File: config.mk
export PLATFORM = sky130hd
export DESIGN_NAME = dpsk_diff_decoder
export DESIGN_NICKNAME = d
export VERILOG_FILES = /design/src/rtl/dpsk_diff_decoder.sv
export SDC_FILE = /design/constraint.sdc
export NUM_CORES = 1
export LEC_CHECK = 0
export BUFFER_PORTS_ARGS = -buffer_cell sky130_fd_sc_hd__buf_2
export CORE_UTILIZATION = 60
export CTS_CLUSTER_DIAMETER = 200
export DETAILED_ROUTE_END_ITERATION = 10
export MAX_ROUTING_LAYER = met4
export PLACE_DENSITY = 0.88
export SLEW_MARGIN = 30
export SYNTH_ARGS = -nofsm -noshare
export SYNTH_HDL_FRONTEND = slang
export SYNTH_SLANG_ARGS = --single-unit
File: constraint.sdc
create_clock -name clk -period 3.25 [get_ports clk]
set_input_delay 0.65 -clock clk [delete_from_list [all_inputs] [get_ports clk]]
set_output_delay 0.65 -clock clk [all_outputs]
set_load 0.01 [all_outputs]
File: src/rtl/dpsk_diff_decoder.sv
// ---------------------------------------------------------------------------
// dpsk_diff_decoder
//
// Sits behind the DPSK/BPSK demodulator. Once per symbol it samples the
// demodulator's hard decision, differentially decodes it (current XOR
// previous), hunts for a sync byte and then deserialises a fixed-length
// frame of payload bytes MSB-first. Bytes are handed to the framing/UART
// stage over a valid/ready interface.
//
// Ports
//   clk          system clock
//   reset        synchronous, active-high reset
//   dm_in        demodulator decision; all bits equal, only dm_in[7] is used
//   byte_ready   consumer accepts byte_out this cycle
//   byte_out     decoded payload byte
//   byte_valid   byte_out holds an unconsumed byte
//   frame_start  one-cycle pulse when the sync word has been detected
//   locked       high while payload bytes are being received
//   overflow     sticky flag: a completed byte was dropped under back-pressure
// ---------------------------------------------------------------------------
module dpsk_diff_decoder #(
   parameter int          SYM_LEN      = 128,
   parameter int          SAMPLE_PHASE = 33,
   parameter logic [7:0]  SYNC_WORD    = 8'hA5,
   parameter int          FRAME_BYTES  = 4
) (
   input  logic       clk,
   input  logic       reset,
   input  logic [7:0] dm_in,
   input  logic       byte_ready,
   output logic [7:0] byte_out,
   output logic       byte_valid,
   output logic       frame_start,
   output logic       locked,
   output logic       overflow
);

   localparam int CNT_W = (SYM_LEN > 1) ? $clog2(SYM_LEN) : 1;

   typedef enum logic {
      HUNT = 1'b0,
      DATA = 1'b1
   } state_e;

   state_e            state_q, state_d;
   logic [CNT_W-1:0]  symCnt_q, symCnt_d;
   logic              prev_q, prev_d;
   logic [7:0]        window_q, window_d;
   logic [7:0]        shreg_q, shreg_d;
   logic [2:0]        bitCnt_q, bitCnt_d;
   logic [7:0]        byteCnt_q, byteCnt_d;
   logic [7:0]        byteOut_q, byteOut_d;
   logic              byteValid_q, byteValid_d;
   logic              frameStart_q, frameStart_d;
   logic              overflow_q, overflow_d;

   logic              strobe;
   logic              curBit;
   logic              decBit;
   logic [7:0]        windowNext;
   logic [7:0]        byteNext;
   logic              syncHit;
   logic              byteDone;
   logic              frameDone;

   // The demodulator drives the same decision on all eight bits; only the
   // MSB is needed, the rest are folded into a deliberately unused signal.
   logic              unusedDmBits;
   assign unusedDmBits = ^dm_in[6:0];

   // Symbol-timing and decode helpers. The sample strobe lands one count
   // after the demodulator refreshes its decision, so the sampled value is
   // always settled. The differential bit is formed against the decision
   // sampled on the previous strobe.
   always_comb begin
      strobe     = (symCnt_q == CNT_W'(SAMPLE_PHASE));
      curBit     = dm_in[7];
      decBit     = curBit ^ prev_q;
      windowNext = {window_q[6:0], decBit};
      byteNext   = {shreg_q[6:0], decBit};
      syncHit    = strobe && (state_q == HUNT) && (windowNext == SYNC_WORD);
      byteDone   = strobe && (state_q == DATA) && (bitCnt_q == 3'd7);
      frameDone  = byteDone && (byteCnt_q == 8'(FRAME_BYTES - 1));
   end

   // State register: the only place the FSM state is stored.
   always_ff @(posedge clk) begin
      if (reset) begin
         state_q <= HUNT;
      end else begin
         state_q <= state_d;
      end
   end

   // Next-state logic. HUNT leaves as soon as the sliding window plus the
   // freshly decoded bit equals the sync word; DATA returns to HUNT once the
   // last payload byte of the frame has completed. Sync is deliberately not
   // searched for during DATA so payload cannot re-trigger a frame.
   always_comb begin
      state_d = state_q;
      unique case (state_q)
         HUNT: if (syncHit)   state_d = DATA;
         DATA: if (frameDone) state_d = HUNT;
         default:             state_d = HUNT;
      endcase
   end

   // Output logic of the FSM: locked simply mirrors DATA, which makes it
   // rise on the same edge that registers the frame_start pulse.
   always_comb begin
      locked = (state_q == DATA);
   end

   // Datapath next-state. Nothing moves between strobes except the symbol
   // counter and the output handshake. The output register gives priority to
   // a new byte when the consumer is taking the old one on the same edge;
   // only when the held byte is still unconsumed is the new byte dropped and
   // the sticky overflow raised.
   always_comb begin
      symCnt_d     = (symCnt_q == CNT_W'(SYM_LEN - 1)) ? '0 : symCnt_q + 1'b1;
      prev_d       = prev_q;
      window_d     = window_q;
      shreg_d      = shreg_q;
      bitCnt_d     = bitCnt_q;
      byteCnt_d    = byteCnt_q;
      byteOut_d    = byteOut_q;
      byteValid_d  = byteValid_q;
      frameStart_d = 1'b0;
      overflow_d   = overflow_q;

      if (strobe) begin
         prev_d = curBit;
         if (state_q == HUNT) begin
            window_d = windowNext;
            if (syncHit) begin
               bitCnt_d     = 3'd0;
               byteCnt_d    = 8'd0;
               frameStart_d = 1'b1;
            end
         end else begin
            shreg_d  = byteNext;
            bitCnt_d = bitCnt_q + 3'd1;
            if (byteDone) begin
               byteCnt_d = byteCnt_q + 8'd1;
            end
            if (frameDone) begin
               window_d = 8'd0;
            end
         end
      end

      if (byteValid_q && byte_ready) begin
         byteValid_d = 1'b0;
      end
      if (byteDone) begin
         if (!byteValid_q || byte_ready) begin
            byteOut_d   = byteNext;
            byteValid_d = 1'b1;
         end else begin
            overflow_d = 1'b1;
         end
      end
   end

   // Datapath registers, all cleared by the synchronous reset so that a
   // reset in the middle of a frame discards any pending byte.
   always_ff @(posedge clk) begin
      if (reset) begin
         symCnt_q     <= '0;
         prev_q       <= 1'b0;
         window_q     <= 8'd0;
         shreg_q      <= 8'd0;
         bitCnt_q     <= 3'd0;
         byteCnt_q    <= 8'd0;
         byteOut_q    <= 8'd0;
         byteValid_q  <= 1'b0;
         frameStart_q <= 1'b0;
         overflow_q   <= 1'b0;
      end else begin
         symCnt_q     <= symCnt_d;
         prev_q       <= prev_d;
         window_q     <= window_d;
         shreg_q      <= shreg_d;
         bitCnt_q     <= bitCnt_d;
         byteCnt_q    <= byteCnt_d;
         byteOut_q    <= byteOut_d;
         byteValid_q  <= byteValid_d;
         frameStart_q <= frameStart_d;
         overflow_q   <= overflow_d;
      end
   end

   assign byte_out    = byteOut_q;
   assign byte_valid  = byteValid_q;
   assign frame_start = frameStart_q;
   assign overflow    = overflow_q;

endmodule

==> results of run 1 <==
## registers in the layout, summed over array words and instances, names as in the netlist, 3 cells and up
name,flops
bitCnt_q,3
symCnt_q,7
byteCnt_q,8
byte_out,8
window_q,7
shreg_q,7
## where the power goes
part / leakage (nW) / total [mW] / switching [mW] / internal (mW)
registers: 0.363 / 0.558 / 0.00365 / 0.555
logic: 0.323 / 0.0229 / 0.0157 / 0.00716
clock network: 0.0245 / 0.264 / 0.179 / 0.0845
total: 0.710 / 0.845 / 0.199 / 0.646
## worst max path at each step
stage | end | slack (ns) | cells past startpoint
floorplan | byteCnt_q[7] | 1.24 | 4
global placement | byteCnt_q[7] | 0.94 | 5
detailed placement | byteCnt_q[4] | 0.89 | 5
CTS | window_q[6] | 0.87 | 4
global route | window_q[2] | 0.55 | 4
finish | window_q[6] | 0.88 | 4
## metal layers
layer / vias to the layer above / GRT usage / part of all wire
li1: 779 / - / -
met1: 740 / 0.286 / 0.46
met2: 33 / 0.402 / 0.48
met3: 6 / 0.0748 / 0.048
met4: 0 / 0.0871 / 0.015
met5: - / - / 0
## per-stage QoR
| step | power (mW) | instances | util | cell area (µm²) |
|---|---|---|---|---|
| after floorplan | 0.586 | 206 | - | 1840 |
| after detailed placement | 0.594 | 244 | 0.682 | 1930 |
| after global placement | 0.592 | 244 | 0.682 | 1930 |
| final | 0.845 | 252 | 0.702 | 1990 |
| after CTS | 0.850 | 252 | 0.702 | 1990 |
| after global routing | 0.877 | 252 | 0.702 | 1990 |
## layout make-up
type,instances,area [µm²]
Sequential cell,45,901
Clock buffer,6,41.3
Clock inverter,2,15.0
Tap cell,31,38.8
Timing Repair Buffer,16,82.6
Multi-Input combinational cell,149,896
Fill cell,227,843
Inverter,3,11.3
## cell families (layout without fill, tap and decap cells)
group / after synthesis / count (layout) / synth area share
AO/OA/AOI/OAI: 52 / 52 / 0.177
adder cells (fa/ha/maj): 5 / 5 / 0.0340
AND/OR/NAND/NOR: 85 / 85 / 0.241
XOR/XNOR: 5 / 5 / 0.0238
flip-flops: 45 / 45 / 0.489
buffers and inverters: 12 / 27 / 0.0245
multiplexers: 2 / 2 / 0.0109
## layout by cell type (no fill, tap or decap), drive strengths merged
cell,n
nand3,22
nor2,14
dfxtp,45
a31oi,2
xor2,3
or4b,2
buf,16
a211oi,1
o21bai,2
inv,3
nand2,23
nor4b,2
o21ai,4
nor3b,1
nor4,2
o211ai,3
o31ai,4
and2,2
clkbuf,6
nor4bb,1
mux2i,2
nand2b,2
a41o,2
and3,1
ha,5
nand4,2
or2,2
nor2b,1
clkinvlp,2
or4,4
xnor2,2
a21oi,27
or3,2
nor3,2
a22o,7
## worst max-delay path: cells and delay by family (launching register included)
kind / cells / cell delay [ns]
compound gates: 1 / 0.23
simple gates: 3 / 1.72
flops: 1 / 0.38
==> metrics.cfg, run 1 <==
[clock_tree]
cts-root-buf=clkbuf_4
cts_sinks=45
clk_path_buf_depth=2
tritoncts=built
cts.repair.resized=0
post-cts-setup-buffer-count=0
cts.hold.buffers_added=0
cts_made_buffers=5
clock_latency_ns=0.37
cts_max_level=2
cts.clk_slew.worst_paths_ns=0.13

[status]
outcome=finished with violations
violations=DRC

[synthesis]
synth_top_area_frac=0.489
synth_nets=222
ys_top_cells_by_count=dfxtp_1, a21oi_1, nand2_1
synth.area.top_cells=dfxtp_1, a21oi_1, nand3_1, nand2_1, ha_1
syn_avg_cell_area_um2=8.94
yosysMostFrequentCell=dfxtp_1
ys_types=36
synth_flop_cell=dfxtp_1
ys_warn_count=0
synth.ff_latch_count=45
syn-cell-area_um2=1840
synth-edff-count=0
seq_area_frac_synth=0.489
synth_cells=206
async_flop_share=0
yosys.area.top_type=dfxtp_1

[sta]
finClkSkew_ns=0.00836
slew_headroom=0.402
report.final.slew_viol_count=0
fin_tns_setup_ns=0
rsz0062_at_grt=false
finalSetupViolCount=0
fin_crit_ns=2.37
hold_viol_final=0
clock.fmax_mhz=422
hold_ws_ns=0.460
worstMarginPinSlew_ns=0.893
fin_ws_ns=0.882
period_share=0.729

[global_routing]
grt_first_pass_wirelength_mm=5.97
grt_max_degree=33
grt_pass1_vias=1394
grt-ovfl-total=0
antenna_found_initial=0
grt_usage=0.246

[pwr]
ir_worst_vdd_uv=355
power_density_nw_per_um2=426
p_leak_nw=0.710

[floorplanning]
initial_core_util=0.651
core-area_um2=2830
fp.dieArea_um2=3300
rows=19
pin_count=23
die_h_um=57.4
fp.dieW_um=57.4

[worst_setup_path]
crit_slowest_cell=nor3_1
crit_path_start_kind=flop
worstSetupStartpoint=symCnt_q[4]
critPathKind=reg -> reg
crit_chain=nor4b_1, nand2_1, nor3_1, a22o_1
regToRegStartpoint=symCnt_q[4]
end_kind=flop
critical_path.max_stage_delay_ns=0.67
r2r_setup_slack_ns=0.88
crit_fanout=13
rr_worst_depth=4
cp.arrival_ns=2.69
crit_required_ns=3.57
rr_endpoint=window_q[6]

[run]
drv.max_cap_violation_count=0

[finish]
nNetsFinal=236
drive_gt1_frac=0.131
antenna-diode-count=0
syn_to_final_growth_pct=7.81

[detailed_routing]
viasPerCell=6.18
ant_nets=0
detail_route.wl_per_cell_um=14.3
wl_mm=3.61
drtPass1Iterations=7
drc_errors=2
routed-via-count=1558
drt-initial-drc-count=68

[placement]
portBuffers=15
dp_hpwl_mm=2.53
place_ws_ns=0.888
place_congestion=0.823

[worst_hold_path]
hold_class=reg -> reg
hold-path-endpoint=byte_out[3]
hold_start=byte_out[3]
min_path_cells=2

Note: power is estimated with default switching activity, not from simulation.
==> inputs of run 2 (changes only) <==
CORE_UTILIZATION = 56   (was 60)
PLACE_DENSITY = 0.83   (was 0.88)
clock period = 2.5 ns   (was 3.25 ns; I/O delays follow)
==> run 2 against run 1 <==
Compared with the run above:
- the run now ends clean
- hold slack worse by 0.062 ns
- non-clock buffer count grew 6
- critical path depth stayed put
==> metrics.cfg, run 2 (same netlist as run 1, synthesis figures left out) <==
[pwr]
sw_frac_of_total=0.210
switchingPower_mw=0.252
ir_worst_vdd_uv=383
power.clock.fraction=0.367
internal_power_mw=0.946
power_density_nw_per_um2=576
seqPwrFrac=0.606
combPwrFrac=0.027
p_leak_nw=0.759

[detailed_routing]
routed-via-count=1562
drt-initial-drc-count=37
ant_nets=0
drc_errors=0
wl_mm=3.53
viasPerCell=5.76
drtPass1Iterations=4
detail_route.wl_per_cell_um=13.0

[floorplanning]
pin_count=23
core-area_um2=3080
initial_core_util=0.598
die_h_um=59.4
fp.dieW_um=59.4
rows=20
fp.dieArea_um2=3520

[clock_tree]
cts.repair.resized=0
clk_path_buf_depth=2
cts_max_level=2
tritoncts=built
cts.clk_slew.worst_paths_ns=0.13
cts-root-buf=clkbuf_4
cts.hold.buffers_added=0
cts_sinks=45
clock_latency_ns=0.36
post-cts-setup-buffer-count=0
cts_made_buffers=5

[worst_setup_path]
end_kind=flop
crit_fanout=13
critPathKind=reg -> reg
crit_path_start_kind=flop
crit_required_ns=2.78
critical_path.max_stage_delay_ns=0.66
crit_chain=nor4b_1, nand2_1, or4_1, a21oi_1
crit_slowest_cell=nor4b_1
cp.arrival_ns=2.57

[finish]
drive_gt1_frac=0.159
layout_commonest_cell=dfxtp_1
antenna-diode-count=0
syn_to_final_growth_pct=12.8
final_cell_mix=dfxtp_1, a21oi_1, nand2_1, nand3_1, buf_2
stdcell_area_um2=2080
nFillCells=280
nNetsFinal=242

[sta]
worstMarginPinSlew_ns=0.699
rsz0062_at_grt=false
period_share=0.914
hold_viol_final=0
fin_tns_setup_ns=0
slew_headroom=0.527
report.final.slew_viol_count=0
fin_crit_ns=2.28
finClkSkew_ns=0.0147
clock.fmax_mhz=438
finalSetupViolCount=0

[global_routing]
grt_pass1_vias=1371
grt_first_pass_wirelength_mm=5.83
antenna_found_initial=0
grt_usage=0.229
grt-ovfl-total=0
grt_max_degree=18

[placement]
postPlaceCellArea_um2=1990
dp_hpwl_mm=2.39
place_congestion=0.819
portBuffers=15

[run]
drv.max_cap_violation_count=0

[status]
outcome=finished, final reports clean

[worst_hold_path]
hold_class=in -> reg

[run 2: cell types whose count changed in the layout (fill, tap and decap cells not counted)]
cell | previous run | this run
buf_4 | 1 | 7
bufinv_16 | 0 | 1
clkinvlp_4 | 2 | 0
a31oi_2 | 0 | 1
a31oi_1 | 2 | 1
clkinv_4 | 0 | 1
[run 2: critical path, delay by kind of cell (launching register included)]
family	cells	cell delay, ns
DFF	1	0.38
AOI/OAI and AO/OA	1	0.15
and+or+nand+nor	3	1.67
[run 2: through the flow]
| stage | cells | util | total power [mW] | setup slack, ns | hold slack [ns] |
|---|---|---|---|---|---|
| final | 271 | 0.675 | 1.20 | 0.215 | 0.397 |
| after global routing | 271 | 0.675 | 1.25 | 0.0913 | 0.401 |
| after CTS | 271 | 0.673 | 1.21 | 0.256 | 0.392 |
| after detailed placement | 263 | 0.647 | 0.774 | 0.291 | 0.445 |
| after global placement | 263 | 0.647 | 0.773 | 0.337 | 0.439 |
| after floorplan | 206 | - | 0.762 | 0.493 | 0.433 |
[run 2: layout make-up]
type / count / area (µm²) / area share
multi-input cells: 149 / 902 / 0.434
flip-flops and latches: 45 / 901 / 0.434
repair buffers: 22 / 128 / 0.0614
well taps: 44 / 55.1 / 0.0265
clock buffers: 6 / 41.3 / 0.0199
clock inverters: 2 / 38.8 / 0.0187
inverters: 3 / 11.3 / 0.00542
[run 2: final timing paths]
kind,startpoint,endpoint,slack [ns],cells after the start
worst max-delay path,symCnt_q[4],byteCnt_q[3],0.22,4
worst min-delay path,dm_in[7],prev_q,0.40,3
worst max register to register,symCnt_q[4],byteCnt_q[3],0.22,4
worst min register to register,byte_out[7],byte_out[7],0.46,2
[run 2: power groups by stage]
stage	logic, mW	clock network [mW]	registers, mW
final	0.0326	0.439	0.725
after global routing	0.0367	0.486	0.726
after CTS	0.0326	0.449	0.725
after detailed placement	0.0326	0	0.741
after global placement	0.0318	0	0.741
after floorplan	0.0218	0	0.740
[run 2: routing by layer]
metal,global-route usage,part of all wire,up-vias
li1,-,-,790
met1,0.283,0.48,745
met2,0.358,0.48,20
met3,0.0480,0.025,7
met4,0.105,0.017,0
met5,-,0,-
